`config.mk`:
```
export PLATFORM = sky130hd
export DESIGN_NAME = fir_filter_top
export DESIGN_NICKNAME = d
export VERILOG_FILES = /design/src/rtl/fir_filter_top.sv
export SDC_FILE = /design/constraint.sdc
export NUM_CORES = 1
export LEC_CHECK = 0
export CORE_UTILIZATION = 40
export CTS_CLUSTER_SIZE = 25
export DETAILED_ROUTE_END_ITERATION = 8
export GPL_TIMING_DRIVEN = 0
export HOLD_SLACK_MARGIN = 0.03
export PLACE_DENSITY = 0.66
export RECOVER_POWER = 100
export SLEW_MARGIN = 20
export SYNTH_ARGS = -nofsm -noshare
export SYNTH_HDL_FRONTEND = slang
export SYNTH_SLANG_ARGS = --single-unit
```
`constraint.sdc`:
```
create_clock -name clk -period 2.05 [get_ports clk]
set_clock_uncertainty 0.1 [all_clocks]
set_input_delay 0.41 -clock clk [delete_from_list [all_inputs] [get_ports clk]]
set_output_delay 0.41 -clock clk [all_outputs]
set_load 0.01 [all_outputs]
```
`src/rtl/fir_filter_top.sv`:
```
// 5-tap FIR accelerator: 1024x8 sample memory shared by a sequential engine and a
// 3-stage pipelined engine; y[n] = sat8((x[n]+..+x[n-4]) >>> 2) written to OUT_BASE+n.
module fir_filter_top #(
  parameter int unsigned NUM_SAMPLES = 64,
  parameter int unsigned OUT_BASE    = 512
) (
  input  logic       clk,
  input  logic       rst,
  input  logic       start,
  input  logic       sel_pipelined,
  output logic       done,
  output logic [2:0] cycle_count
);
  localparam int unsigned AW = 10;
  localparam int unsigned DW = 8;
  localparam int unsigned SW = 16;
  localparam int unsigned IW = 10;
  localparam int unsigned CW = 16;
  localparam logic [IW-1:0] LAST_IDX = IW'(NUM_SAMPLES - 1);
  localparam logic [AW-1:0] OUT_ADDR = AW'(OUT_BASE);

  typedef enum logic [3:0] {S_IDLE, S_RD_ADDR, S_RD_ACC, S_WRITE, S_DONE} seq_state_t;
  typedef enum logic [2:0] {P_IDLE, P_RUN, P_FLUSH, P_DONE} pipe_state_t;

  function automatic logic signed [DW-1:0] sat8(input logic signed [SW-1:0] s);
    logic signed [SW-1:0] sh;
    sh = s >>> 2;
    if (sh > 16'sd127)       return 8'sh7F;
    else if (sh < -16'sd128) return 8'sh80;
    else                     return $signed(sh[DW-1:0]);
  endfunction

  // Dual-port sample memory (not reset)
  logic signed [DW-1:0] mem [0:1023];
  logic        [AW-1:0] addr_a, addr_b;
  logic                 we_a, we_b;
  logic signed [DW-1:0] data_in_a, data_in_b, data_out_a;

  always_ff @(posedge clk) begin
    if (we_a) mem[addr_a] <= data_in_a;
    if (we_b) mem[addr_b] <= data_in_b;
    data_out_a <= mem[addr_a];
  end

  logic            start_q, sel_q, accept, go_seq, go_pipe;
  logic            seq_active, pipeline_active, seq_finish, pipe_finish;
  logic [CW-1:0]   cycle_counter;

  seq_state_t            seq_state, seq_next;
  logic [IW-1:0]         seq_n;
  logic [2:0]            seq_k;
  logic signed [SW-1:0]  seq_acc;
  logic [AW-1:0]         seq_addr, seq_waddr;
  logic                  seq_we;
  logic signed [DW-1:0]  seq_wdata;

  pipe_state_t           pipe_state, pipe_next;
  logic [IW-1:0]         read_sample_idx, write_sample_idx;
  logic                  rd_valid, valid_s1, output_valid_s3, pipe_issue;
  logic signed [DW-1:0]  x0_s1, x1_s1, x2_s1, x3_s1, x4_s1, result_s3;
  logic signed [SW-1:0]  sum_s2;
  logic [AW-1:0]         pipe_addr, pipe_waddr;
  logic                  pipe_we;
  logic signed [DW-1:0]  pipe_wdata;

  assign seq_active      = seq_state inside {S_RD_ADDR, S_RD_ACC, S_WRITE};
  assign pipeline_active = pipe_state inside {P_RUN, P_FLUSH};
  assign accept          = start & ~start_q & ~seq_active & ~pipeline_active;
  assign go_seq          = accept & ~sel_pipelined;
  assign go_pipe         = accept & sel_pipelined;
  assign cycle_count     = cycle_counter[2:0];

  // Run control: edge detect, engine latch, done flag and busy-cycle counter
  always_ff @(posedge clk) begin
    if (rst) begin
      start_q       <= 1'b0;
      sel_q         <= 1'b0;
      done          <= 1'b0;
      cycle_counter <= '0;
    end else begin
      start_q <= start;
      if (accept) begin
        sel_q         <= sel_pipelined;
        done          <= 1'b0;
        cycle_counter <= '0;
      end else begin
        if (seq_active || pipeline_active) cycle_counter <= cycle_counter + CW'(1);
        if (seq_finish || pipe_finish)     done <= 1'b1;
      end
    end
  end

  always_ff @(posedge clk) begin
    if (rst) seq_state <= S_IDLE;
    else     seq_state <= seq_next;
  end

  always_comb begin
    seq_next   = seq_state;
    seq_addr   = '0;
    seq_we     = 1'b0;
    seq_waddr  = '0;
    seq_wdata  = '0;
    seq_finish = 1'b0;
    case (seq_state)
      S_IDLE, S_DONE: seq_next = go_seq ? S_RD_ADDR : S_IDLE;
      S_RD_ADDR: begin
        seq_addr = AW'(seq_n) - AW'(seq_k);
        seq_next = S_RD_ACC;
      end
      S_RD_ACC: seq_next = (seq_k == 3'd4) ? S_WRITE : S_RD_ADDR;
      S_WRITE: begin
        seq_we    = 1'b1;
        seq_waddr = OUT_ADDR + AW'(seq_n);
        seq_wdata = sat8(seq_acc);
        if (seq_n == LAST_IDX) begin
          seq_next   = S_DONE;
          seq_finish = 1'b1;
        end else begin
          seq_next = S_RD_ADDR;
        end
      end
      default: seq_next = S_IDLE;
    endcase
  end

  // Taps with n-k < 0 read a wrapped address; their data is skipped
  always_ff @(posedge clk) begin
    if (rst || go_seq) begin
      seq_n   <= '0;
      seq_k   <= '0;
      seq_acc <= '0;
    end else begin
      case (seq_state)
        S_RD_ACC: begin
          if (seq_n >= IW'(seq_k)) seq_acc <= seq_acc + SW'(data_out_a);
          seq_k <= (seq_k == 3'd4) ? 3'd0 : seq_k + 3'd1;
        end
        S_WRITE: begin
          seq_acc <= '0;
          seq_n   <= seq_n + IW'(1);
        end
        default: ;
      endcase
    end
  end

  always_ff @(posedge clk) begin
    if (rst) pipe_state <= P_IDLE;
    else     pipe_state <= pipe_next;
  end

  always_comb begin
    pipe_next   = pipe_state;
    pipe_addr   = '0;
    pipe_issue  = 1'b0;
    pipe_finish = 1'b0;
    case (pipe_state)
      P_IDLE, P_DONE: pipe_next = go_pipe ? P_RUN : P_IDLE;
      P_RUN: begin
        pipe_addr  = AW'(read_sample_idx);
        pipe_issue = 1'b1;
        if (read_sample_idx == LAST_IDX) pipe_next = P_FLUSH;
      end
      P_FLUSH: begin
        if (output_valid_s3 && write_sample_idx == LAST_IDX) begin
          pipe_next   = P_DONE;
          pipe_finish = 1'b1;
        end
      end
      default: pipe_next = P_IDLE;
    endcase
    pipe_we    = output_valid_s3;
    pipe_waddr = output_valid_s3 ? OUT_ADDR + AW'(write_sample_idx) : '0;
    pipe_wdata = output_valid_s3 ? result_s3 : '0;
  end

  assign sum_s2 = SW'(x0_s1) + SW'(x1_s1) + SW'(x2_s1) + SW'(x3_s1) + SW'(x4_s1);

  // Read -> tap shift (s1) -> sum/saturate into result_s3 -> write
  always_ff @(posedge clk) begin
    if (rst || go_pipe) begin
      read_sample_idx  <= '0;
      write_sample_idx <= '0;
      rd_valid         <= 1'b0;
      valid_s1         <= 1'b0;
      output_valid_s3  <= 1'b0;
      x0_s1            <= '0;
      x1_s1            <= '0;
      x2_s1            <= '0;
      x3_s1            <= '0;
      x4_s1            <= '0;
      result_s3        <= '0;
    end else begin
      rd_valid        <= pipe_issue;
      valid_s1        <= rd_valid;
      output_valid_s3 <= valid_s1;
      if (pipe_issue) read_sample_idx <= read_sample_idx + IW'(1);
      if (rd_valid) begin
        x0_s1 <= data_out_a;
        x1_s1 <= x0_s1;
        x2_s1 <= x1_s1;
        x3_s1 <= x2_s1;
        x4_s1 <= x3_s1;
      end
      if (valid_s1) result_s3 <= sat8(sum_s2);
      if (output_valid_s3) write_sample_idx <= write_sample_idx + IW'(1);
    end
  end

  // Only the latched engine reaches the memory; the other one idles at zero
  always_comb begin
    we_a      = 1'b0;
    data_in_a = '0;
    addr_a    = sel_q ? pipe_addr  : seq_addr;
    we_b      = sel_q ? pipe_we    : seq_we;
    addr_b    = sel_q ? pipe_waddr : seq_waddr;
    data_in_b = sel_q ? pipe_wdata : seq_wdata;
  end

endmodule

```
==> run_results.csv, run 1 <==
group,metric,value,unit
status,status,"completed",
grt,grt_pass1_vias,1375,
yosys,synth-edff-count,0,
yosys,synth.avg_cell_area,9.21,um2
timing,finalCritPeriodShare,91.7,%
timing,finalSetupViolations,0,
timing,hold_viol,0,
die,std_cell_rows,25,
finish,final_nets,248,
finish,n_antenna_cell,0,
yosys,synth_seq_area_share,45.0,%
cts,cts_setup_buffers,0,
run,cap_violations,0,
drt,dr_total_vias,1444,
setup_path,crit_type,"reg -> reg",
die,chipWidth,73.5,um
die,fp.dieH,73.5,um
cts,cts_hold_buf,0,
cts,cts_resized,0,
placement,gp_congestion,0.767,
yosys,netlist_instances,222,
cts,clockBufferDepth,2,
cts,cts_tree,"yes",
drt,drt_first_pass_iters,4,
setup_path,start_kind,"register",
yosys,synth_top_cell_by_area,"dfxtp_1",
grt,grt_pass1_wl,5.89,mm
setup_path,slowest_stage,"dfxtp_1",
power,pwr_density_cell,816,nW/um2
placement,numPortBuffers,7,
drt,wirelength,3.35,mm
timing,tns,0,ns
power,power_leakage,0.848,nW
yosys,synth_ff_type,"dfxtp_1",
cts,h-tree-depth,2,
yosys,synth.most_common_cell,"dfxtp_1",
cts,root_buffer,"clkbuf_8",
drt,postRouteAntennaNets,0,
timing,period_needed,1.88,ns
yosys,async_flop_share,0,%
yosys,syn_nets,234,
yosys,ys_warn_count,0,
setup_path,cpPeakStageDelay,0.34,ns
yosys,ys_top_cells_by_count,"46 x dfxtp_1, 40 x nor2_1, 17 x xnor2_1",
finish,drive_gt1_share,8.02,%
setup_path,crit_required,2.13,ns
grt,grt_max_degree,14,
hold_path,min_path_type,"reg -> reg",
finish,syn_to_final_growth,12.0,%
setup_path,arrival,1.96,ns
drt,wl_per_cell,11.0,um
setup_path,cp_max_fo,10,
placement,place_hpwl,2.46,mm
yosys,synth_top_area_share,45.0,%
die,io_pins,8,
grt,grt_overflow,0,
timing,relSlewSlack,63.1,%
drt,via_per_inst,4.75,
die,start_util,42.4,%
yosys,synth_area_leaders,"dfxtp_1 45%, nor2_1 7.3%, xnor2_1 7.3%",
drt,drt_iter0_drc,68,
drt,drcViolationCount,0,
timing,slew_viol_final,0,
cts,clk_latency,0.29,ns
timing,max_freq,532,MHz
cts,path_clk_slew,0.08,ns
grt,gr-usage-all-layers,14.2,%
yosys,ys_seq_elements,46,
yosys,synthDistinctLibCells,39,
die,core,4820,um2
cts,cts.sink_count,46,
timing,tightest_slew,0.549,ns
yosys,syn-cell-area,2040,um2
power,vdd_drop_max,0.525,mV
finish,fin_util,47.5,%
setup_path,endpoint_kind,"register",
cts,cts_buffers,5,
grt,grt_antenna_before_repair,0,
finish,fillers,506,
setup_path,cp_cell_sequence,"inv_1 -> ha_1 -> and4b_1 -> buf_2 -> a21o_1 -> clkbuf_2 -> nor2_1",
timing,rsz0062_at_grt,"false",
die,die-area,5400,um2
metal layers:
layer / part of all wire [%] / vias to the layer above / global-route usage (%)
li1: - / 781 / -
met1: 50 / 649 / 17.7
met2: 46 / 7 / 23.3
met3: 2.2 / 7 / 4.12
met4: 1.4 / 0 / 5.13
met5: 0 / - / 0
report_power, final:
part	switching, W	total, W	internal [W]
combinational	0.000193	0.000349	0.000157
clock	0.000283	0.000555	0.000272
sequential	0.0000282	0.000965	0.000937
worst paths after layout:
path	start	endpoint	slack [ns]	cells past startpoint
setup / recovery	pipe_state[0]	seq_n[9]	0.17	7
hold / removal	rd_valid	valid_s1	0.31	2
setup reg to reg	pipe_state[0]	seq_n[9]	0.17	7
hold reg to reg	rd_valid	valid_s1	0.31	2
per-stage QoR:
stage	setup WS, ns	cell area [um2]	hold WS (ns)	power (W)	std cells
after floorplan	0.412	2040	0.294	0.00126	222
after global placement	0.0735	2200	0.307	0.00133	296
after detailed placement	0.0714	2200	0.307	0.00134	296
after CTS	0.191	2290	0.316	0.00190	304
after global routing	0.0398	2290	0.341	0.00198	304
final	0.171	2290	0.312	0.00187	304
placed cells by master, fill, tap and decap left out, drive strengths merged, types with 3 or more instances in the layout:
cell type    instances
nor4                 6
nand3                8
a21oi                6
xor2                11
nand4                4
a21o                 3
dfxtp               46
nor2                40
nand2               16
inv                 10
ha                   8
nor3                 9
mux2i                4
clkbuf               9
buf                  5
dlygate4sd3          5
xnor2               17
o21ai                4
cell type report:
class / instances / area [um2] / area share [%]
Sequential cell: 46 / 921 / 40.2
Clock inverter: 1 / 5.00 / 0.219
Inverter: 10 / 37.5 / 1.64
Multi-Input combinational cell: 159 / 1040 / 45.4
Clock buffer: 7 / 86.3 / 3.77
Buffer: 7 / 46.3 / 2.02
Tap cell: 67 / 83.8 / 3.66
Timing Repair Buffer: 7 / 70.1 / 3.06
state kept, by name (all words and copies together), names as in the netlist:
register          count
cycle_counter         3
done                  1
output_valid_s3       1
pipe_state            2
rd_valid              1
read_sample_idx      10
seq_k                 3
seq_n                10
seq_state             3
start_q               1
valid_s1              1
write_sample_idx     10
critical path: cells and delay by family, from the launching register on:
family	cells	cell delay (ns)
adders and majority gates	1	0.33
DFF	1	0.34
and+or+nand+nor	2	0.26
AOI/OAI and AO/OA	1	0.23
buffers and inverters	3	0.51
cell families (layout without fill, tap and decap cells):
group | after synthesis | in the layout | share of synthesized area [%]
simple gates | 96 | 96 | 23.9
flops | 46 | 46 | 45.0
xor+xnor | 28 | 28 | 12.0
compound gates | 23 | 23 | 8.08
buf+inv | 17 | 32 | 4.10
fa+ha+maj | 8 | 8 | 4.90
mux | 4 | 4 | 1.96
(Power assumes the default switching activity.)
==> run 2, diff against run 1 <==
--- a/config.mk
+++ b/config.mk
@@ -10,6 +10,7 @@
 export DETAILED_ROUTE_END_ITERATION = 8
 export GPL_TIMING_DRIVEN = 0
 export HOLD_SLACK_MARGIN = 0.03
+export MAX_ROUTING_LAYER = met4
 export PLACE_DENSITY = 0.66
 export RECOVER_POWER = 100
 export SLEW_MARGIN = 20
==> constraint.sdc (replaced) <==
create_clock -name clk -period 2 [get_ports clk]
set_clock_uncertainty 0.1 [all_clocks]
set_input_delay 0.4 -clock clk [delete_from_list [all_inputs] [get_ports clk]]
set_output_delay 0.4 -clock clk [all_outputs]
set_load 0.01 [all_outputs]
==> run 2 against run 1 <==
Compared with the run above:
- sequential share of layout area rose by 0.066 points
- register-to-register slack got worse by 0.03 ns
- first-iteration DRC count rose by 1.5%
- worst setup slack got worse by 0.034 ns
- power rose by 2.4%
- clock power rose by 2%
- via count rose by 0.28%
- sequential cell count did not move
- combinational power rose by 2%
==> run_results.csv, run 2 (same netlist as run 1, synthesis figures left out) <==
group,metric,value,unit
placement,numPortBuffers,7,
run,cap_violations,0,
die,std_cell_rows,25,
die,io_pins,8,
setup_path,start_kind,"register",
die,start_util,42.4,%
cts,cts_setup_buffers,0,
die,die-area,5400,um2
power,vdd_drop_max,0.539,mV
timing,period_needed,1.86,ns
cts,cts_tree,"yes",
power,pwr_density_cell,837,nW/um2
drt,drt_iter0_drc,69,
drt,wl_per_cell,11.1,um
cts,path_clk_slew,0.08,ns
setup_path,r2r_slack,0.14,ns
timing,worst_slack,0.137,ns
status,status,"completed",
cts,cts_resized,0,
finish,syn_to_final_growth,11.8,%
timing,tns,0,ns
finish,reg.largest.list,"read_sample_idx (10), seq_n (10), write_sample_idx (10)",
setup_path,worstReg2RegEnd,"seq_n[2]",
timing,finalSetupViolations,0,
setup_path,crit_required,2.08,ns
cts,clk_latency,0.30,ns
power,power_leakage,0.846,nW
finish,n_antenna_cell,0,
hold_path,whs_endpoint,"valid_s1",
setup_path,r2r_cells,7,
drt,drt_first_pass_iters,4,
timing,slew_viol_final,0,
finish,final_nets,248,
drt,wirelength,3.38,mm
finish,fin_util,47.5,%
setup_path,endpoint_kind,"register",
setup_path,crit_type,"reg -> reg",
placement,gp_congestion,0.777,
timing,tightest_slew,0.553,ns
drt,via_per_inst,4.76,
hold_path,min_path_type,"reg -> reg",
cts,h-tree-depth,2,
drt,postRouteAntennaNets,0,
cts,cts_buffers,5,
grt,grt_pass1_vias,1377,
setup_path,reg2reg_from,"pipe_state[0]",
timing,hold_viol,0,
setup_path,cp_max_fo,10,
hold_path,worstHoldStart,"rd_valid",
finish,layout_common_cells,"46 x dfxtp_1, 40 x nor2_1, 17 x xnor2_1",
grt,grt_overflow,0,
die,fp.dieH,73.5,um
grt,grt_antenna_before_repair,0,
cts,cts.sink_count,46,
hold_path,worstHoldPathCells,2,
drt,drcViolationCount,0,
drt,dr_total_vias,1448,
grt,gr-usage-all-layers,14.7,%
grt,grt_max_degree,14,
placement,place_hpwl,2.46,mm
die,core,4820,um2
timing,max_freq,537,MHz
finish,drive_gt1_share,8.02,%
setup_path,arrival,1.94,ns
cts,cts_hold_buf,0,
die,chipWidth,73.5,um
grt,grt_pass1_wl,5.89,mm
cts,root_buffer,"clkbuf_8",
placement,pre_cts_ws,0.0314,ns
finish,final_common_cell,"dfxtp_1",
timing,relSlewSlack,62.8,%
timing,finalCritPeriodShare,93.2,%
timing,rsz0062_at_grt,"false",
cts,clockBufferDepth,2,
## run 2: routing by layer
| metal | wire length, um | track usage (%) | up-vias | share of wire (%) |
|---|---|---|---|---|
| met4 | 46 | 5.13 | 0 | 1.4 |
| met5 | 0 | - | - | 0 |
| li1 | - | - | 782 | - |
| met3 | 84 | 4.12 | 7 | 2.5 |
| met2 | 1540 | 23.3 | 9 | 46 |
| met1 | 1700 | 17.7 | 650 | 50 |
## run 2: worst max path at each step
stage                        from        to  slack [ns]  depth (start not counted)
global placement            start  seq_n[8]        0.03                          6
CTS                 pipe_state[0]  seq_n[4]        0.14                          7
finish              pipe_state[0]  seq_n[2]        0.14                          7
global route        pipe_state[0]  seq_n[9]        0.01                          7
detailed placement          start  seq_n[4]        0.03                          6
floorplan           pipe_state[0]  seq_n[6]        0.36                          7
## run 2: final cells by class
cell class,count,area [um2]
plain buffers,7,42.5
clock buffers,7,86.3
well taps,67,83.8
multi-input cells,159,1040
inverters,10,37.5
clock inverters,1,5.00
repair buffers,7,70.1
flip-flops and latches,46,921
fillers,506,2530
## run 2: stage by stage
step,total power [W],hold WS [ns],instance area [um2],instances
finish,0.00191,0.312,2290,304
floorplan,0.00129,0.294,2040,222
global route,0.00203,0.341,2290,304
detailed placement,0.00138,0.307,2200,296
CTS,0.00195,0.316,2290,304
global placement,0.00137,0.307,2200,296
## run 2: worst max-delay path, cell delays in order, from the launching register on
cell	delay, ns
dfxtp_1	0.34
inv_1	0.07
ha_1	0.33
and4b_1	0.19
buf_2	0.18
a21o_1	0.23
buf_2	0.25
nor2_1	0.07
## run 2: where the power goes
group / total [W] / switching (W) / internal (W)
Sequential: 0.000989 / 0.0000287 / 0.000961
Combinational: 0.000356 / 0.000197 / 0.000159
Clock: 0.000568 / 0.000290 / 0.000279
Total: 0.00191 / 0.000516 / 0.00140
